$ cat src/rtl/multitap_text_buffer_if.sv
`default_nettype none
// +--------------------------------------------------------------------+
// | multitap_text_buffer_if : keypad-in / text-out bundle for the       |
// | multi-tap text buffer.                                              |
// | Revision: 1.0                                                       |
// +--------------------------------------------------------------------+
interface multitap_text_buffer_if #(
  parameter int DEPTH = 16
);
  logic                           key_valid;
  logic [7:0]                     key_code;
  logic                           mode;
  logic                           upper;
  logic [DEPTH*8-1:0]             buf_out;
  logic [7:0]                     pend_char;
  logic [$clog2(DEPTH+1)-1:0]     char_count;
  logic                           full;
  logic                           busy;
  logic [7:0]                     tx_data;
  logic                           tx_valid;
  logic                           tx_ready;

  modport master (
    output key_valid, key_code, mode, upper, tx_ready,
    input  buf_out, pend_char, char_count, full, busy, tx_data, tx_valid
  );

  modport slave (
    input  key_valid, key_code, mode, upper, tx_ready,
    output buf_out, pend_char, char_count, full, busy, tx_data, tx_valid
  );
endinterface
`default_nettype wire

$ cat src/rtl/multitap_text_buffer.sv
`default_nettype none
// +--------------------------------------------------------------------+
// | multitap_text_buffer : keypad multi-tap text entry with a shift     |
// | buffer and valid/ready serial drain. MULTITAP_TIMEOUT_EN adds an    |
// | idle auto-commit timer. Revision: 1.0                               |
// +--------------------------------------------------------------------+
module multitap_text_buffer #(
  parameter int DEPTH       = 16,
  parameter int TIMEOUT_CYC = 10000000
) (
  input  logic                  clk,
  input  logic                  rst,
  multitap_text_buffer_if.slave bus
);
  localparam int CW = $clog2(DEPTH + 1);

  localparam logic [1:0] S_IDLE    = 2'd0;
  localparam logic [1:0] S_COMPOSE = 2'd1;
  localparam logic [1:0] S_SEND    = 2'd2;

  localparam logic [3:0] K_STAR = 4'd10;
  localparam logic [3:0] K_HASH = 4'd11;
  localparam logic [3:0] K_A    = 4'd12;
  localparam logic [3:0] K_C    = 4'd13;
  localparam logic [3:0] K_D    = 4'd14;
  localparam logic [3:0] K_NONE = 4'd15;

  localparam logic [DEPTH*8-1:0] ALL_SPACE = {DEPTH{8'h20}};

  if (DEPTH < 2 || DEPTH > 64 || TIMEOUT_CYC < 1 || TIMEOUT_CYC > 16777216) begin : g_param_check
    $error("multitap_text_buffer: parameter out of range");
  end

  function automatic logic [3:0] decode(input logic [7:0] code);
    case (code)
      8'h82:   return 4'd0;
      8'h11:   return 4'd1;
      8'h12:   return 4'd2;
      8'h14:   return 4'd3;
      8'h21:   return 4'd4;
      8'h22:   return 4'd5;
      8'h24:   return 4'd6;
      8'h41:   return 4'd7;
      8'h42:   return 4'd8;
      8'h44:   return 4'd9;
      8'h81:   return K_STAR;
      8'h84:   return K_HASH;
      8'h18:   return K_A;
      8'h48:   return K_C;
      8'h88:   return K_D;
      default: return K_NONE;
    endcase
  endfunction

  function automatic logic [1:0] last_idx(input logic [3:0] k);
    return (k == 4'd0 || k == 4'd1 || k == 4'd7 || k == 4'd9 || k == K_STAR) ? 2'd3 : 2'd2;
  endfunction

  function automatic logic [7:0] tap_char(input logic [3:0] k, input logic [1:0] i, input logic up);
    logic [7:0] base;
    logic [7:0] c;
    base = 8'h61;
    c    = 8'h20;
    case (k)
      4'd0: case (i)
              2'd0: c = 8'h2C;
              2'd1: c = 8'h2E;
              2'd2: c = 8'h3F;
              default: c = 8'h21;
            endcase
      4'd1: case (i)
              2'd0: c = 8'h40;
              2'd1: c = 8'h5F;
              2'd2: c = 8'h26;
              default: c = 8'h3A;
            endcase
      K_STAR: case (i)
              2'd0: c = 8'h2B;
              2'd1: c = 8'h2D;
              2'd2: c = 8'h2F;
              default: c = 8'h3D;
            endcase
      default: begin
        case (k)
          4'd3:    base = 8'h64;
          4'd4:    base = 8'h67;
          4'd5:    base = 8'h6A;
          4'd6:    base = 8'h6D;
          4'd7:    base = 8'h70;
          4'd8:    base = 8'h74;
          4'd9:    base = 8'h77;
          default: base = 8'h61;
        endcase
        c = base + {6'd0, i};
        if (up) c = c - 8'h20;
      end
    endcase
    return c;
  endfunction

  logic [1:0]         state, state_nx;
  logic [DEPTH*8-1:0] text, text_nx;
  logic [CW-1:0]      count, count_nx;
  logic [7:0]         pend, pend_nx;
  logic [3:0]         tap_key, tap_key_nx;
  logic [1:0]         tap_idx, tap_idx_nx;
  logic               c1_en, c2_en, go_send;
  logic [7:0]         c2_ch;
  logic [3:0]         key;
  logic               is_tap, accept, composing, expire;

  assign key       = decode(bus.key_code);
  assign is_tap    = (key <= K_STAR);
  assign composing = (state == S_COMPOSE);
  assign accept    = bus.key_valid && (state != S_SEND);

`ifdef MULTITAP_TIMEOUT_EN
  localparam int TW = $clog2(TIMEOUT_CYC + 1);
  logic [TW-1:0] timer;

  assign expire = composing && !bus.key_valid && (timer == TW'(TIMEOUT_CYC - 1));

  always_ff @(posedge clk or posedge rst) begin
    if (rst) begin
      timer <= '0;
    end else if (state_nx != S_COMPOSE || bus.key_valid) begin
      timer <= '0;
    end else begin
      timer <= timer + TW'(1);
    end
  end
`else
  assign expire = 1'b0;
`endif

  always_ff @(posedge clk or posedge rst) begin
    if (rst) state <= S_IDLE;
    else     state <= state_nx;
  end

  always_ff @(posedge clk or posedge rst) begin
    if (rst) begin
      text    <= ALL_SPACE;
      count   <= '0;
      pend    <= 8'h20;
      tap_key <= '0;
      tap_idx <= '0;
    end else begin
      text    <= text_nx;
      count   <= count_nx;
      pend    <= pend_nx;
      tap_key <= tap_key_nx;
      tap_idx <= tap_idx_nx;
    end
  end

  // Up to two commits per update: c1 is always the pending letter, c2 a second character.
  always_comb begin
    state_nx   = state;
    text_nx    = text;
    count_nx   = count;
    pend_nx    = pend;
    tap_key_nx = tap_key;
    tap_idx_nx = tap_idx;
    c1_en      = 1'b0;
    c2_en      = 1'b0;
    c2_ch      = 8'h20;
    go_send    = 1'b0;

    case (state)
      S_SEND: begin
        if (bus.tx_ready) begin
          count_nx = count - CW'(1);
          if (count == CW'(1)) begin
            text_nx  = ALL_SPACE;
            state_nx = S_IDLE;
          end
        end
      end
      default: begin
        if (accept) begin
          if (is_tap && !bus.mode) begin
            c1_en    = composing;
            c2_en    = 1'b1;
            c2_ch    = (key == K_STAR) ? 8'h2A : (8'h30 + {4'd0, key});
            state_nx = S_IDLE;
            pend_nx  = 8'h20;
          end else if (is_tap) begin
            if (composing && key == tap_key) begin
              tap_idx_nx = (tap_idx == last_idx(key)) ? 2'd0 : tap_idx + 2'd1;
            end else begin
              c1_en      = composing;
              tap_key_nx = key;
              tap_idx_nx = 2'd0;
            end
            state_nx = S_COMPOSE;
            pend_nx  = tap_char(key, tap_idx_nx, bus.upper);
          end else begin
            case (key)
              K_HASH: begin
                c1_en    = composing;
                state_nx = S_IDLE;
                pend_nx  = 8'h20;
              end
              K_A: begin
                if (composing) begin
                  state_nx = S_IDLE;
                  pend_nx  = 8'h20;
                end else if (count != '0) begin
                  text_nx  = {8'h20, text[DEPTH*8-1:8]};
                  count_nx = count - CW'(1);
                end
              end
              K_C: begin
                c1_en    = composing;
                c2_en    = 1'b1;
                state_nx = S_IDLE;
                pend_nx  = 8'h20;
              end
              K_D: begin
                c1_en    = composing;
                go_send  = 1'b1;
                state_nx = S_IDLE;
                pend_nx  = 8'h20;
              end
              default: ;
            endcase
          end
        end else if (expire) begin
          c1_en    = 1'b1;
          state_nx = S_IDLE;
          pend_nx  = 8'h20;
        end
      end
    endcase

    if (c1_en && count_nx != CW'(DEPTH)) begin
      text_nx  = {text_nx[DEPTH*8-9:0], pend};
      count_nx = count_nx + CW'(1);
    end
    if (c2_en && count_nx != CW'(DEPTH)) begin
      text_nx  = {text_nx[DEPTH*8-9:0], c2_ch};
      count_nx = count_nx + CW'(1);
    end
    if (go_send && count_nx != '0) state_nx = S_SEND;
  end

  // Oldest committed character sits at slot count-1.
  always_comb begin
    bus.tx_valid = (state == S_SEND);
    bus.tx_data  = 8'h00;
    if (state == S_SEND) begin
      for (int i = 0; i < DEPTH; i++) begin
        if (count == CW'(i + 1)) bus.tx_data = text[i*8 +: 8];
      end
    end
  end

  assign bus.buf_out    = text;
  assign bus.pend_char  = pend;
  assign bus.char_count = count;
  assign bus.full       = (count == CW'(DEPTH));
  assign bus.busy       = (state == S_SEND);

endmodule
`default_nettype wire

$ cat src/flat_wrapper.sv
// flat-port wrapper written by rule: the top's interface ports become plain ports
module multitap_text_buffer_flat 
#(
  parameter int DEPTH       = 16,
  parameter int TIMEOUT_CYC = 10000000
)
  (clk, rst, bus_key_valid, bus_key_code, bus_mode, bus_upper, bus_tx_ready, bus_buf_out, bus_pend_char, bus_char_count, bus_full, bus_busy, bus_tx_data, bus_tx_valid);
  multitap_text_buffer_if #(.DEPTH(DEPTH)) bus_i ();
  input  logic clk;
  input  logic rst;
  input wire logic [$bits(bus_i.key_valid)-1:0] bus_key_valid;
  input wire logic [$bits(bus_i.key_code)-1:0] bus_key_code;
  input wire logic [$bits(bus_i.mode)-1:0] bus_mode;
  input wire logic [$bits(bus_i.upper)-1:0] bus_upper;
  input wire logic [$bits(bus_i.tx_ready)-1:0] bus_tx_ready;
  output wire logic [$bits(bus_i.buf_out)-1:0] bus_buf_out;
  output wire logic [$bits(bus_i.pend_char)-1:0] bus_pend_char;
  output wire logic [$bits(bus_i.char_count)-1:0] bus_char_count;
  output wire logic [$bits(bus_i.full)-1:0] bus_full;
  output wire logic [$bits(bus_i.busy)-1:0] bus_busy;
  output wire logic [$bits(bus_i.tx_data)-1:0] bus_tx_data;
  output wire logic [$bits(bus_i.tx_valid)-1:0] bus_tx_valid;
  assign bus_i.key_valid = bus_key_valid;
  assign bus_i.key_code = bus_key_code;
  assign bus_i.mode = bus_mode;
  assign bus_i.upper = bus_upper;
  assign bus_i.tx_ready = bus_tx_ready;
  assign bus_buf_out = bus_i.buf_out;
  assign bus_pend_char = bus_i.pend_char;
  assign bus_char_count = bus_i.char_count;
  assign bus_full = bus_i.full;
  assign bus_busy = bus_i.busy;
  assign bus_tx_data = bus_i.tx_data;
  assign bus_tx_valid = bus_i.tx_valid;
  multitap_text_buffer #(.DEPTH(DEPTH), .TIMEOUT_CYC(TIMEOUT_CYC)) u_core (.clk(clk), .rst(rst), .bus(bus_i));
endmodule
$ cat config.mk
export PLATFORM = sky130hd
export DESIGN_NAME = multitap_text_buffer_flat
export DESIGN_NICKNAME = d
export VERILOG_FILES = /design/src/rtl/multitap_text_buffer_if.sv /design/src/rtl/multitap_text_buffer.sv /design/src/flat_wrapper.sv
export SDC_FILE = /design/constraint.sdc
export NUM_CORES = 1
export LEC_CHECK = 0
export CAP_MARGIN = 20
export CORE_MARGIN = 2
export CORE_UTILIZATION = 45
export DETAILED_ROUTE_END_ITERATION = 12
export GPL_TIMING_DRIVEN = 0
export HOLD_SLACK_MARGIN = 0.02
export PLACE_DENSITY = 0.69
export SLEW_MARGIN = 20
export SYNTH_ARGS = -nofsm -noshare
export SYNTH_HDL_FRONTEND = slang
export SYNTH_SLANG_ARGS = --single-unit
$ cat constraint.sdc
create_clock -name clk -period 11 [get_ports clk]
set_clock_uncertainty 0.05 [all_clocks]
set_input_delay 2.2 -clock clk [delete_from_list [all_inputs] [get_ports clk]]
set_output_delay 2.2 -clock clk [all_outputs]
set_load 0.02 [all_outputs]
# After elaboration in Yosys (flattened, before gate mapping)
# Cells that the tools add are included.
op_classes:
  eq_ne: 62
  n_bitwise: 3
  n_reduce_logical: 28
  n_mux: 90
  order_cmp: 1
  addsub: 7
op_table:
  columns: ["operator", "count"]
  rows:
  - ["$mux 128", 11]
  - ["$mux 8", 30]
  - ["$pmux 4 s15", 1]
  - ["$mux 5", 10]
  - ["$eq 5x4->1 const B", 8]
  - ["$pmux 5 s7", 1]
  - ["$eq 8x5->1 const B", 4]
  - ["$eq 8x7->1 const B", 4]
  - ["$eq 8x8->1 const B", 4]
  - ["$pmux 5 s3", 2]
  - ["$eq 4x4->1 const B", 7]
  - ["$mux 2", 14]
  - ["$eq 8x6->1 const B", 3]
  - ["$pmux 8 s3", 1]
  - ["$pmux 7 s3", 1]
  - ["$eq 5x3->1 const B", 4]
  - ["$mux 1", 17]
  - ["$eq 4x3->1 const B", 4]
  - ["$pmux 8 s2", 1]
  - ["$reduce_bool 4->1", 4]
  - ["$ne 4x4->1 const B", 3]
  - ["$add 5x1->5 const B", 2]
  - ["$eq 5x2->1 const B", 2]
  - ["$ne 5x5->1 const B", 2]
  - ["other kinds (34)", 51]
totals:
  in_bits: 14
  out_inout_bits: 152
  wordCells: 198
  register_bits: 149

# Depth between registers and ports, before layout
logic_depth:
  ltp_word: 21
  mapped_depth: 19
  mapped_depth_nobuf: 17

# Least setup slack after synthesis
# Ideal clock, no wire load.
synth_path:
  path_kind: "in2reg"
  startpoint: "input bus_key_code[1]"
  endpoint: "register u_core.text[118] (netlist: u_core.bus.buf_out[118])"
  slack_ns: 5.019
  t_required_ns: 10.813
  arrival_ns: 5.795
  stages: 17
  n_path_buf: 3
  setup_ns: 0.137
  path_cell_list: "buf_2 or4b_2 nor2_1 nand4_1 nand2_1 xnor2_1 inv_1 ha_1 nand2b_1 a211o_1 nor4_1 o32ai_2 buf_6 buf_6 a22o_1 a211oi_1 a21oi_1"
synth_between:
  elab_chain_cells: 14
  word_cells_on_any_way: 54
  classes_between: "1 x add/sub; 1 x order compare; 22 x eq/ne; 25 x mux; 5 x reduce/logical"
synth_rtl:
  columns: ["element", "line", "rtl"]
  rows:
  - ["start, declared", "flat_wrapper.sv:12", "input wire logic [$bits(bus_i.key_code)-1:0] bus_key_code;"]
  - ["$eq 8x8->1 (tied with other cells)", "multitap_text_buffer.sv:35", "case (code)"]
  - ["$pmux 4 s15 *", "multitap_text_buffer.sv:35", null]
  - ["branches (longest 11 deep; another with $add 5x1->5)", null, null]
  - ["$mux 128 *", "multitap_text_buffer.sv:241", "if (c2_en && count_nx != CW'(DEPTH)) begin"]
  - ["net u_core.text_nx[118]", "multitap_text_buffer.sv:102", "logic [DEPTH*8-1:0] text, text_nx;"]
  - ["end signal, assigned", "multitap_text_buffer.sv:149", "text <= text_nx;"]
  - ["end, declared", "multitap_text_buffer.sv:102", null]
# Mark *: on every way through the listed nets, which the timed path passes. The select of a mux whose other input is x is not followed.
# A chain may end at the register's enable or synchronous reset.

# Worst setup path after layout
layout_path:
  startpoint: "input bus_key_code[3]"
  endpoint: "register u_core.text[65] (netlist: u_core.bus.buf_out[65])"
# Same word-level chain as after synthesis.

==> summary.txt <==
Yosys
  – Post-Syn Area: around 11000 µm²
  – Asr flop ratio synth: 100%
  – Mean area per synthesized cell: between 8 and 9 µm²
  – Most common cell in the netlist: nand2_1
  – Post-Synthesis Cells: ~1300
  – Post-synth top cells: nand2_1 (189), a21oi_1 (156), dfrtp_1 (132), nor2_1 (101), o21ai_0 (101)
  – Cell taking the most area after synthesis: dfrtp_1
  – Syn. warnings: 0
  – Top cell type's share of synthesized area: between 30% and 40%
  – Main synth FF type: dfrtp_1
  – Register bit total from synthesis: about 150
  – Synth top area cells: dfrtp_1 (31%), a21oi_1 (7.3%), nand2_1 (6.6%)
  – Distinct cell type count after synthesis: 77
  – Seq/Total Area, Yosys: between 30% and 40%
  – Number of flops mapped to enable cells by yosys: 0

Detailed routing
  – Vias/cell: a little under 7
  – Drt wl/cell: 27.0 µm
  – WL met3: approximately 6600 µm
  – Wl on met1: 19300 µm
  – Vias: ~13000
  – Highest routed metal layer: met5
  – Pre-Repair DR Iteration Count: 6
  – Total routed wirelength: ~50000 µm
  – DRC violations left: 0
  – Antenna Nets Post-Route: 0
  – Met2 wire length: 20800 µm
  – Iter 0 DRT Violations: around 1800

Worst setup path
  – CP Depth: 16
  – CP delay by family, top: buffers and inverters
  – CP required: around 11 ns
  – CP Launch Type: input port
  – Worst-path cell chain: clkdlybuf4s50_1 -> buf_2 -> or4b_2 -> nor2_1 -> nand4_1 -> nand2_1 -> xnor2_1 -> ha_1 -> nand3_1 -> or2_2 -> and2_1 -> buf_2 -> clkbuf_1 -> buf_1 -> nand3_1 -> o21ai_0
  – CP max stage delay: ~0.8 ns
  – R2r endpoint: u_core.bus.buf_out[61]
  – Buf/Inv on CP: 5
  – Minimum setup slack among reg-to-reg paths: approximately 5.4 ns
  – CP max FO: 10
  – Worst reg2reg startpoint: u_core.bus.char_count[0]
  – Critical Path AT: about 7.7 ns
  – Critical path class: input port to register
  – Worst R2R Path Depth: 15
  – Critical Path Slowest Stage Cell: buf_1
  – Worst Setup End Kind: register

Clock network
  – CTS resizes: 0
  – Clk root buf: clkbuf_16
  – CTS Buffer Depth: 2
  – Skew-Pair Late Insertion Delay: around 0.45 ns
  – Post-CTS Hold Buffers: 0
  – Clock sink count: around 150
  – Post-CTS setup buffer count: 0
  – Worst-path clk slew: ~0.080 ns
  – CTS tree: yes
  – CTS Buf Count: 17
  – H-tree depth: 4

Worst hold path
  – Hold WC Path Type: register to register
  – Hold depth: 2
  – HP Start: u_core.tap_key[1]
  – Worst Hold End: u_core.tap_key[1]

Timing
  – Number of setup violations in the final report: 0
  – Period utilization: 67.2%
  – Worst Tran Pin Value: ~1.2 ns
  – Setup_tns: 0 ns
  – Slew headroom: between 20% and 30%
  – Tmin final: around 7.4 ns
  – Max Slew Vio Count: 0
  – Maximum achievable frequency: around 140 MHz
  – RSZ-0062 raised after global routing: no
  – Hold Fails Final Rpt: 0

Power
  – Peak VDD IR: 144 µV
  – Leak: roughly 0.0055 µW
  – Total Power: 3140 µW
  – Power Dens Cells: between 200 and 250 nW/µm²

Cells and area
  – # nets final: ~1600
  – Fin util: a little under three fifths
  – Synth-to-Final Area Change: 25.2%
  – Fillers: between 2000 and 2500
  – Layout cells sized above 1: 7.78%
  – Final Cell Area: ~13000 µm²
  – Finished Layout Cells: 1861
  – N_diodes: 0

Placed design
  – Placer Congestion: a little over 1
  – Hpwl dp: around 36000 µm
  – DP Area: 12900 µm²
  – I/O Buffers: 163
  – DP Cell Count: ~1800

Global route
  – Largest net degree at the start of global routing: 90
  – GRT overflow: 0
  – First-pass GRT wire length: 74300 µm
  – Initial antenna violation count: 1
  – Global Route Usage Sum: between 40% and 50%
  – Vias in the first global route: between 10000 and 15000

Floorplan
  – Die Ht: 159 µm
  – Io pins: 166
  – Die width: 159 µm
  – Initial core utilization: approximately 46%
  – Rows: 56
  – Die area: about 25000 µm²
  – Placeable Area: 23500 µm²

Run
  – Max_cap viols: 0

Run status
  – Status: complete, no violations
-- final cells by class --
cell class / count / area, µm² / area share (%)
flip-flops and latches: 149 / 3750 / 27.8
well taps: 319 / 399 / 2.96
plain buffers: 113 / 552 / 4.10
repair buffers: 166 / 1670 / 12.4
clock inverters: 15 / 180 / 1.34
inverters: 15 / 63.8 / 0.474
clock buffers: 17 / 425 / 3.16
multi-input cells: 1067 / 6420 / 47.7
-- report_power, final --
part,internal (µW),switching [µW],leakage (µW)
combinational,625,793,0.00330
sequential,760,354,0.00189
clock,308,300,0.000292
total,1690,1450,0.00548
-- logic make-up (layout without fill, tap and decap cells) --
group,Yosys count,in the layout,synth area share [%]
compound gates,502,502,30.1
fa+ha+maj,16,16,1.93
mux,50,50,4.69
simple gates,473,473,20.7
flops,149,149,34.9
other cells,1,2,0.0349
xor+xnor,24,24,2.02
buf+inv,128,326,5.65
-- worst max path at each step --
| stage | startpoint | end | slack, ns |
|---|---|---|---|
| floorplan | rst | u_core.bus.buf_out[0] | 4.77 |
| global placement | rst | u_core.bus.buf_out[14] | 2.44 |
| detailed placement | bus_key_code[3] | u_core.bus.buf_out[61] | 3.37 |
| CTS | bus_key_code[3] | u_core.bus.buf_out[61] | 3.82 |
| global route | bus_key_code[3] | u_core.bus.buf_out[126] | 3.44 |
| finish | bus_key_code[3] | u_core.bus.buf_out[65] | 3.60 |
-- sequential cells by signal, summed over array words and instances, names as in the netlist --
register,count
u_core.state,2
u_core.bus.buf_out,128
u_core.bus.char_count,5
u_core.bus.pend_char,8
u_core.tap_key,4
u_core.tap_idx,2
-- worst register-to-register path: stages (launching register included) --
cell,delay (ns)
dfrtp_1,0.52
inv_1,0.19
ha_1,0.28
nor2b_1,0.31
nand2_1,0.16
nand4_1,0.39
nand2_1,0.22
xnor2_1,0.59
ha_1,0.33
nand3_1,0.11
or2_2,0.37
nand2_1,0.36
buf_2,0.46
clkbuf_1,0.80
o22ai_1,0.19
a21oi_1,0.18
-- cell usage in the layout (no fill, tap or decap), types with 8 or more instances in the layout --
cell type and instances:
a22o_1 25, or3_1 8, ha_1 15, xor2_1 8, mux2i_1 47, nor2_1 101
inv_1 12, a22oi_1 33, dfrtp_1 132, o21ai_0 101, o221ai_1 13, clkbuf_16 17
dfstp_2 17, xnor2_1 15, clkdlybuf4s50_1 163, buf_2 25, a31oi_1 36, and2_1 11
a221oi_1 24, nor2b_1 9, buf_4 11, a21oi_1 156, nor3_1 22, clkbuf_1 65
and3_1 36, buf_6 8, a211oi_1 11, nand2_1 189, nand3_1 55, o211ai_1 18
o22ai_1 17
-- metal layers --
layer / track usage (%) / vias to the layer above
li1: - / 5389
met1: 53.3 / 5991
met5: 0 / -
met4: 25.1 / 2
met3: 10.9 / 268
met2: 57.6 / 1075
-- through the flow --
step	hold slack, ns	worst slack, ns
finish	0.457	3.60
floorplan	0.418	4.77
global placement	0.436	2.44
global route	0.476	3.44
detailed placement	0.442	3.37
CTS	0.456	3.82
No activity file was read; power rests on OpenSTA's default activity.
